File: config.mk
export PLATFORM = sky130hd
export DESIGN_NAME = matrix_result_streamer
export DESIGN_NICKNAME = d
export VERILOG_FILES = /design/src/rtl/matrix_result_streamer.sv
export SDC_FILE = /design/constraint.sdc
export NUM_CORES = 2
export LEC_CHECK = 0
export BUFFER_PORTS_ARGS = -buffer_cell sky130_fd_sc_hd__buf_2
export CAP_MARGIN = 20
export CORE_AREA = 5 5 248 250
export CTS_CLUSTER_DIAMETER = 100
export DETAILED_ROUTE_END_ITERATION = 8
export DIE_AREA = 0 0 253 255
export GPL_TIMING_DRIVEN = 0
export PLACE_DENSITY_LB_ADDON = 0.12
export SYNTH_ARGS = -nofsm -noshare
export SYNTH_HDL_FRONTEND = slang
export SYNTH_SLANG_ARGS = --single-unit
File: constraint.sdc
create_clock -name clk -period 7.1 [get_ports clk]
set_input_delay 0.355 -clock clk [delete_from_list [all_inputs] [get_ports clk]]
set_output_delay 0.355 -clock clk [all_outputs]
set_load 0.02 [all_outputs]
File: src/rtl/matrix_result_streamer.sv
// matrix_result_streamer
// Drain stage for the 2x2 matrix multiplier. It captures c00..c11 on a
// start pulse and optionally clamps negative elements to zero (ReLU). It then
// streams the four elements in row-major order over a valid/ready
// interface with full backpressure.
module matrix_result_streamer #(
  parameter int DATA_W  = 128,
  parameter bit RELU_EN = 1'b1
) (
  input  logic              clk,
  input  logic              rst,
  input  logic              start,
  input  logic [DATA_W-1:0] c00,
  input  logic [DATA_W-1:0] c01,
  input  logic [DATA_W-1:0] c10,
  input  logic [DATA_W-1:0] c11,
  output logic [DATA_W-1:0] m_data,
  output logic              m_valid,
  input  logic              m_ready,
  output logic [1:0]        m_index,
  output logic              m_last,
  output logic              busy,
  output logic              done
);

  typedef enum logic {
    IDLE = 1'b0,
    SEND = 1'b1
  } state_t;

  state_t                  state_q, state_d;
  logic [3:0][DATA_W-1:0]  cap_q, cap_d;
  logic [DATA_W-1:0]       m_data_q, m_data_d;
  logic [1:0]              m_index_q, m_index_d;
  logic                    m_valid_q, m_valid_d;
  logic                    m_last_q, m_last_d;
  logic                    busy_q, busy_d;
  logic                    done_q, done_d;

  logic [1:0]              next_index;
  logic                    handshake;

  // ReLU is applied once at capture so the stream path is a plain register.
  function automatic logic [DATA_W-1:0] relu(input logic [DATA_W-1:0] x);
    relu = (RELU_EN && x[DATA_W-1]) ? '0 : x;
  endfunction

  assign handshake  = m_valid_q & m_ready;
  assign next_index = m_index_q + 2'd1;

  // Next-state and next-output computation for the IDLE/SEND sequencer.
  always_comb begin
    // NOTE: every target gets a hold/default value first so no path through
    // the case statement leaves a signal unassigned and infers a latch.
    state_d   = state_q;
    cap_d     = cap_q;
    m_data_d  = m_data_q;
    m_index_d = m_index_q;
    m_valid_d = m_valid_q;
    m_last_d  = m_last_q;
    busy_d    = busy_q;
    done_d    = 1'b0;

    unique case (state_q)
      IDLE: begin
        if (start) begin
          cap_d[0]  = relu(c00);
          cap_d[1]  = relu(c01);
          cap_d[2]  = relu(c10);
          cap_d[3]  = relu(c11);
          m_data_d  = relu(c00);
          m_index_d = 2'd0;
          m_valid_d = 1'b1;
          m_last_d  = 1'b0;
          busy_d    = 1'b1;
          state_d   = SEND;
        end
      end

      SEND: begin
        // Without a handshake everything holds, so valid is never withdrawn.
        if (handshake) begin
          if (m_index_q == 2'd3) begin
            m_valid_d = 1'b0;
            m_last_d  = 1'b0;
            m_index_d = 2'd0;
            busy_d    = 1'b0;
            done_d    = 1'b1;
            state_d   = IDLE;
          end else begin
            m_index_d = next_index;
            m_data_d  = cap_q[next_index];
            m_last_d  = (next_index == 2'd3);
          end
        end
      end

      default: state_d = IDLE;
    endcase
  end

  // State and output registers with synchronous reset.
  always_ff @(posedge clk) begin
    if (rst) begin
      state_q   <= IDLE;
      // NOTE: the capture bank is reset as well, so a fresh reset never
      // leaves stale operands from an abandoned stream in the datapath.
      cap_q     <= '0;
      m_data_q  <= '0;
      m_index_q <= 2'd0;
      m_valid_q <= 1'b0;
      m_last_q  <= 1'b0;
      busy_q    <= 1'b0;
      done_q    <= 1'b0;
    end else begin
      // NOTE: non-blocking assignments make every register update from the
      // pre-edge values, which is what the _d logic above assumes.
      state_q   <= state_d;
      cap_q     <= cap_d;
      m_data_q  <= m_data_d;
      m_index_q <= m_index_d;
      m_valid_q <= m_valid_d;
      m_last_q  <= m_last_d;
      busy_q    <= busy_d;
      done_q    <= done_d;
    end
  end

  assign m_data  = m_data_q;
  assign m_valid = m_valid_q;
  assign m_index = m_index_q;
  assign m_last  = m_last_q;
  assign busy    = busy_q;
  assign done    = done_q;

endmodule

# Yosys cells after proc, flatten, opt, wreduce, memory -nomap -nowiden
# Cells that the tools add are included.
[op_classes]
add_sub_neg = 1
order_cmp = 1
eq_ne = 6
n_mux = 27
bitwise_logic = 3
reduce_logical = 5
[op_table]
columns = ["operator", "n"]
rows = [
  ["$mux W128", 4],
  ["$mux W127", 4],
  ["$bmux W128 S2", 1],
  ["$pmux W128 S2", 1],
  ["$mux W1", 10],
  ["$mux W2", 3],
  ["$pmux W1 S2", 3],
  ["$reduce_and A3 Y1", 2],
  ["$eq A2 B2 Y1 const B", 2],
  ["$ne A2 B1 Y1 const B", 2],
  ["$ne A2 B2 Y1 const B", 2],
  ["$pmux W2 S2", 1],
  ["$reduce_and A2 Y1", 2],
  ["$lt A2 B3 Y1 const B", 1],
  ["$reduce_or A3 Y1", 1],
  ["$add A2 B1 Y2 const B", 1],
  ["$not A1 Y1", 2],
  ["$and A1 B1 Y1", 1],
]
[totals]
regBits = 646
input_bits = 516
out_inout_bits = 134
wordCells = 53

# Logic depth before layout (Yosys ltp)
[logic_depth]
ltp_word = 6
mapped_depth = 10
depth_no_buf = 5

# Least setup slack after synthesis
# Ideal clock, no wire load.
[synth_path]
path_kind = "reg-to-reg"
from = "reg m_index_q[0], in the netlist m_index[0]"
to = "reg m_data_q[86], in the netlist m_data[86]"
setup_time_ns = 0.138
t_arrival_ns = 2.246
required_ns = 6.962
path_slack_ns = 4.716
path_stages_with_launch = 11
n_path_buf = 5
synth_period_minus_slack_ns = 2.384
cell_sequence = "dfxtp_1 > buf_4 > buf_2 > inv_1 > ha_1 > and2b_1 > buf_6 > buf_6 > buf_4 > a222oi_1 > a211oi_1"
[synth_between]
elab_chain_cells = 6
word_cells_on_any_way = 9
classes_between = "add/sub (1); eq/ne (2); mux (5); reduce/logical (1)"
[synth_rtl]
columns = ["item", "line_no", "text"]
rows = [
  ["start, declared", "34", "logic [1:0] m_index_q, m_index_d;"],
  ["start signal, assigned", "121", "m_index_q <= m_index_d;"],
  ["$add A2 B1 Y2", "49", "assign next_index = m_index_q + 2'd1;"],
  ["$bmux W128 S2", "92", "m_data_d = cap_q[next_index];"],
  ["$mux W128 (implied by the code)", "92", ""],
  ["$mux W128", "83", "if (m_index_q == 2'd3) begin"],
  ["$mux W128", "82", "if (handshake) begin"],
  ["$pmux W128 S2", "64", "unique case (state_q)"],
  ["end signal, assigned", "120", "m_data_q <= m_data_d;"],
  ["end, declared", "33", "logic [DATA_W-1:0] m_data_q, m_data_d;"],
]
# Parallel ways exist; a longest one is shown, timed or not. The select of a mux whose other input is x is not followed.
# A chain may end at the register's enable or synchronous reset.

# Worst setup path after layout
[layout_path]
from = "reg m_index_q[0], in the netlist m_index[0]"
to = "reg m_data_q[54], in the netlist m_data[54]"
# The elaborated chain is that of the path after synthesis.

==> reports/metrics.csv <==
metric,value,unit
yosys.area.top_type_share,0.447,
final_util,0.609,
hold_viol_final,0,
drt-wirelength-per-cell,24.0,um
reg2reg_slack,3.83,ns
clk_pin_slew,0.06,ns
area_growth,24.7,%
p_per_area,246,nW/um^2
synth_top_area_cell,dfxtp_1,
synth.avg_cell_area,9.01,sq um
htree_levels,3,
synth_edf_count,0,
tightest_slew,1.29,ns
drc,28,
outcome,"complete, but fails checks",
cts_sinks,641,
cp_max_fo,10,
p_total,8820,uW
clock_tree.root_cell,clkbuf_16,
numPortBuffers,644,
ioPinCount,650,
setup_tns,0,ns
ant_nets,0,
dieArea,64500,sq um
required,7.61,ns
nFillCells,5358,
drt_iter0_drc,3740,
violations,design-rule violations,
antenna_found_initial,21,
synth_seq_area_share,0.447,
firstDrtPassIters,9,
fin_hold_ws,0.0270,ns
grt_pass1_wl,165000,um
grt_start_max_net_pins,14,
irDropWorstVdd,0.283,mV
place_congestion,0.934,
drt_wl_total,115000,um
num_rows,89,
crit_path_cell_trace,"buf_4, buf_2, inv_1, ha_1, and2_1, buf_6, clkbuf_1, a222oi_1, a211oi_1",
post-route-period-util,0.461,
power_switching,2370,uW
place_hpwl,86900,um
hp-class,primary input to flop,
vias,28000,
globalRouteTotalUtil,0.335,
setup_ws,3.83,ns
core_area,58800,sq um
p_leak,0.0138,uW
critical_path_class,flop to flop,
synth_nets,3704,
setup-violations-final,0,
rsz0062_at_grt,false,
cts.path.max_buffers,3,
ys_seq_elements,641,
initial_utilization,0.488,
syn_area,28700,sq um
clk_latency,0.61,ns
slew_viol_final,0,
grt-ovfl-total,0,
cts_tree,built,
power_frac_seq,0.439,
endpoint_kind,flop,
finClkSkew,0.0160,ns
synth.distinct_cells,33,
cp-start-kind,flop,
max-slew-margin-rel,0.143,
die_w,253,um
fin_crit,3.27,ns
vias_per_cell,5.84,
place_ws,3.97,ns
synth_flop_cell,dfxtp_1,
cpMaxStageDelayCell,dfxtp_1,
timing.max_cap.violations,0,
final_cell_mix,"773 x buf_2, 641 x dfxtp_1, 512 x a21oi_1",
ys_async_sr_fraction,0,
swShare,0.269,
synthCells,3185,
final_nets,4470,
layout_commonest_cell,buf_2,
cts_made_buffers,69,
max_freq,305,MHz
drive_above_1_share,0.257,
clkPwrFrac,0.421,
ys_warn_count,0,
chipHeight,255,um
yosys-top-cells-area,"dfxtp_1 45%, nand3b_1 13%, a21oi_1 8.9%",
cpPeakStageDelay,0.62,ns
grt_pass1_vias,26500,
power_frac_comb,0.140,
cp.arrival,3.78,ns
cellInternalPower,6450,uW
-- path summary, 6_finish.rpt --
path	depth (start not counted)	to	startpoint
max	9	m_data[54]$_SDFFE_PP0P_	m_index[0]$_SDFFE_PP0P_
min	3	cap_q[437]$_SDFFE_PP0P_	c11[53]
max reg2reg	9	m_data[54]$_SDFFE_PP0P_	m_index[0]$_SDFFE_PP0P_
min reg2reg	2	cap_q[412]$_SDFFE_PP0P_	cap_q[412]$_SDFFE_PP0P_
-- metrics by stage --
| stage | cell area [sq um] | instances |
|---|---|---|
| 4_1_cts | 35800 | 4776 |
| 3_5_place_dp | 33000 | 4606 |
| 6_report | 35800 | 4791 |
| 5_1_grt | 35800 | 4786 |
| 2_1_floorplan | 28700 | 3185 |
| 3_3_place_gp | 32900 | 4602 |
-- state kept, by name, summed over array words and instances, names as in the netlist --
signal,cells
cap_q,508
done,1
busy,1
m_data,127
m_index,2
state_q,1
m_last,1
-- routing by layer --
metal	part of all wire	routed length, um	up-vias	GRT usage
met1	0.41	47100	13200	0.455
met4	0.044	5030	10	0.137
met5	0.00063	73	-	0
met2	0.45	52300	1391	0.530
met3	0.092	10700	244	0.0616
li1	-	-	13100	-
-- synthesized netlist by cell type, types with 3 or more instances --
cell type / n
a211oi_1: 126
mux2_1: 147
mux2_2: 107
buf_2: 129
a21oi_1: 512
buf_6: 17
buf_4: 13
nor2_1: 4
nor3_1: 128
nand3_1: 3
a222oi_1: 126
nand2_1: 508
nand3b_1: 508
buf_1: 11
dfxtp_1: 641
ha_1: 3
clkbuf_1: 182
-- worst max-delay path, delay by kind of cell (launching register included) --
| family | cells | cell delay, ns |
|---|---|---|
| fa+ha+maj | 1 | 0.31 |
| flops | 1 | 0.62 |
| compound gates | 2 | 0.56 |
| simple gates | 1 | 0.14 |
| buf+inv | 5 | 1.53 |
-- cell families after synthesis --
family / share of synthesized area
buffers and inverters: 0.0586
flip-flops: 0.447
AO/OA/AOI/OAI: 0.167
other: 0.000131
AND/OR/NAND/NOR: 0.226
adder cells (fa/ha/maj): 0.00131
multiplexers: 0.0996
-- power groups by stage --
stage | Sequential, uW | Clock (uW) | Combinational [uW]
3_3_place_gp | 3940 | 0 | 1180
4_1_cts | 3870 | 3730 | 1220
3_5_place_dp | 3940 | 0 | 1190
2_1_floorplan | 3980 | 0 | 606
6_report | 3870 | 3710 | 1240
5_1_grt | 3880 | 3880 | 1320
-- what timing repair did --
action                                 4_1_cts  5_1_grt
buffers inserted                             0        0
hold buffers                                47        0
gates resized for setup                      0        0
endpoints found under the hold margin       47        0
-- final cells by class --
cell class / instances / area [sq um] / area share
clock buffers: 113 / 2230 / 0.0622
plain buffers: 354 / 1670 / 0.0468
flip-flops and latches: 641 / 12800 / 0.359
repair buffers: 695 / 3750 / 0.105
clock inverters: 10 / 104 / 0.00290
diodes: 15 / 37.5 / 0.00105
inverters: 2 / 7.51 / 0.000210
well taps: 773 / 967 / 0.0270
multi-input cells: 2188 / 14200 / 0.396
No activity file was read; power rests on OpenSTA's default activity.
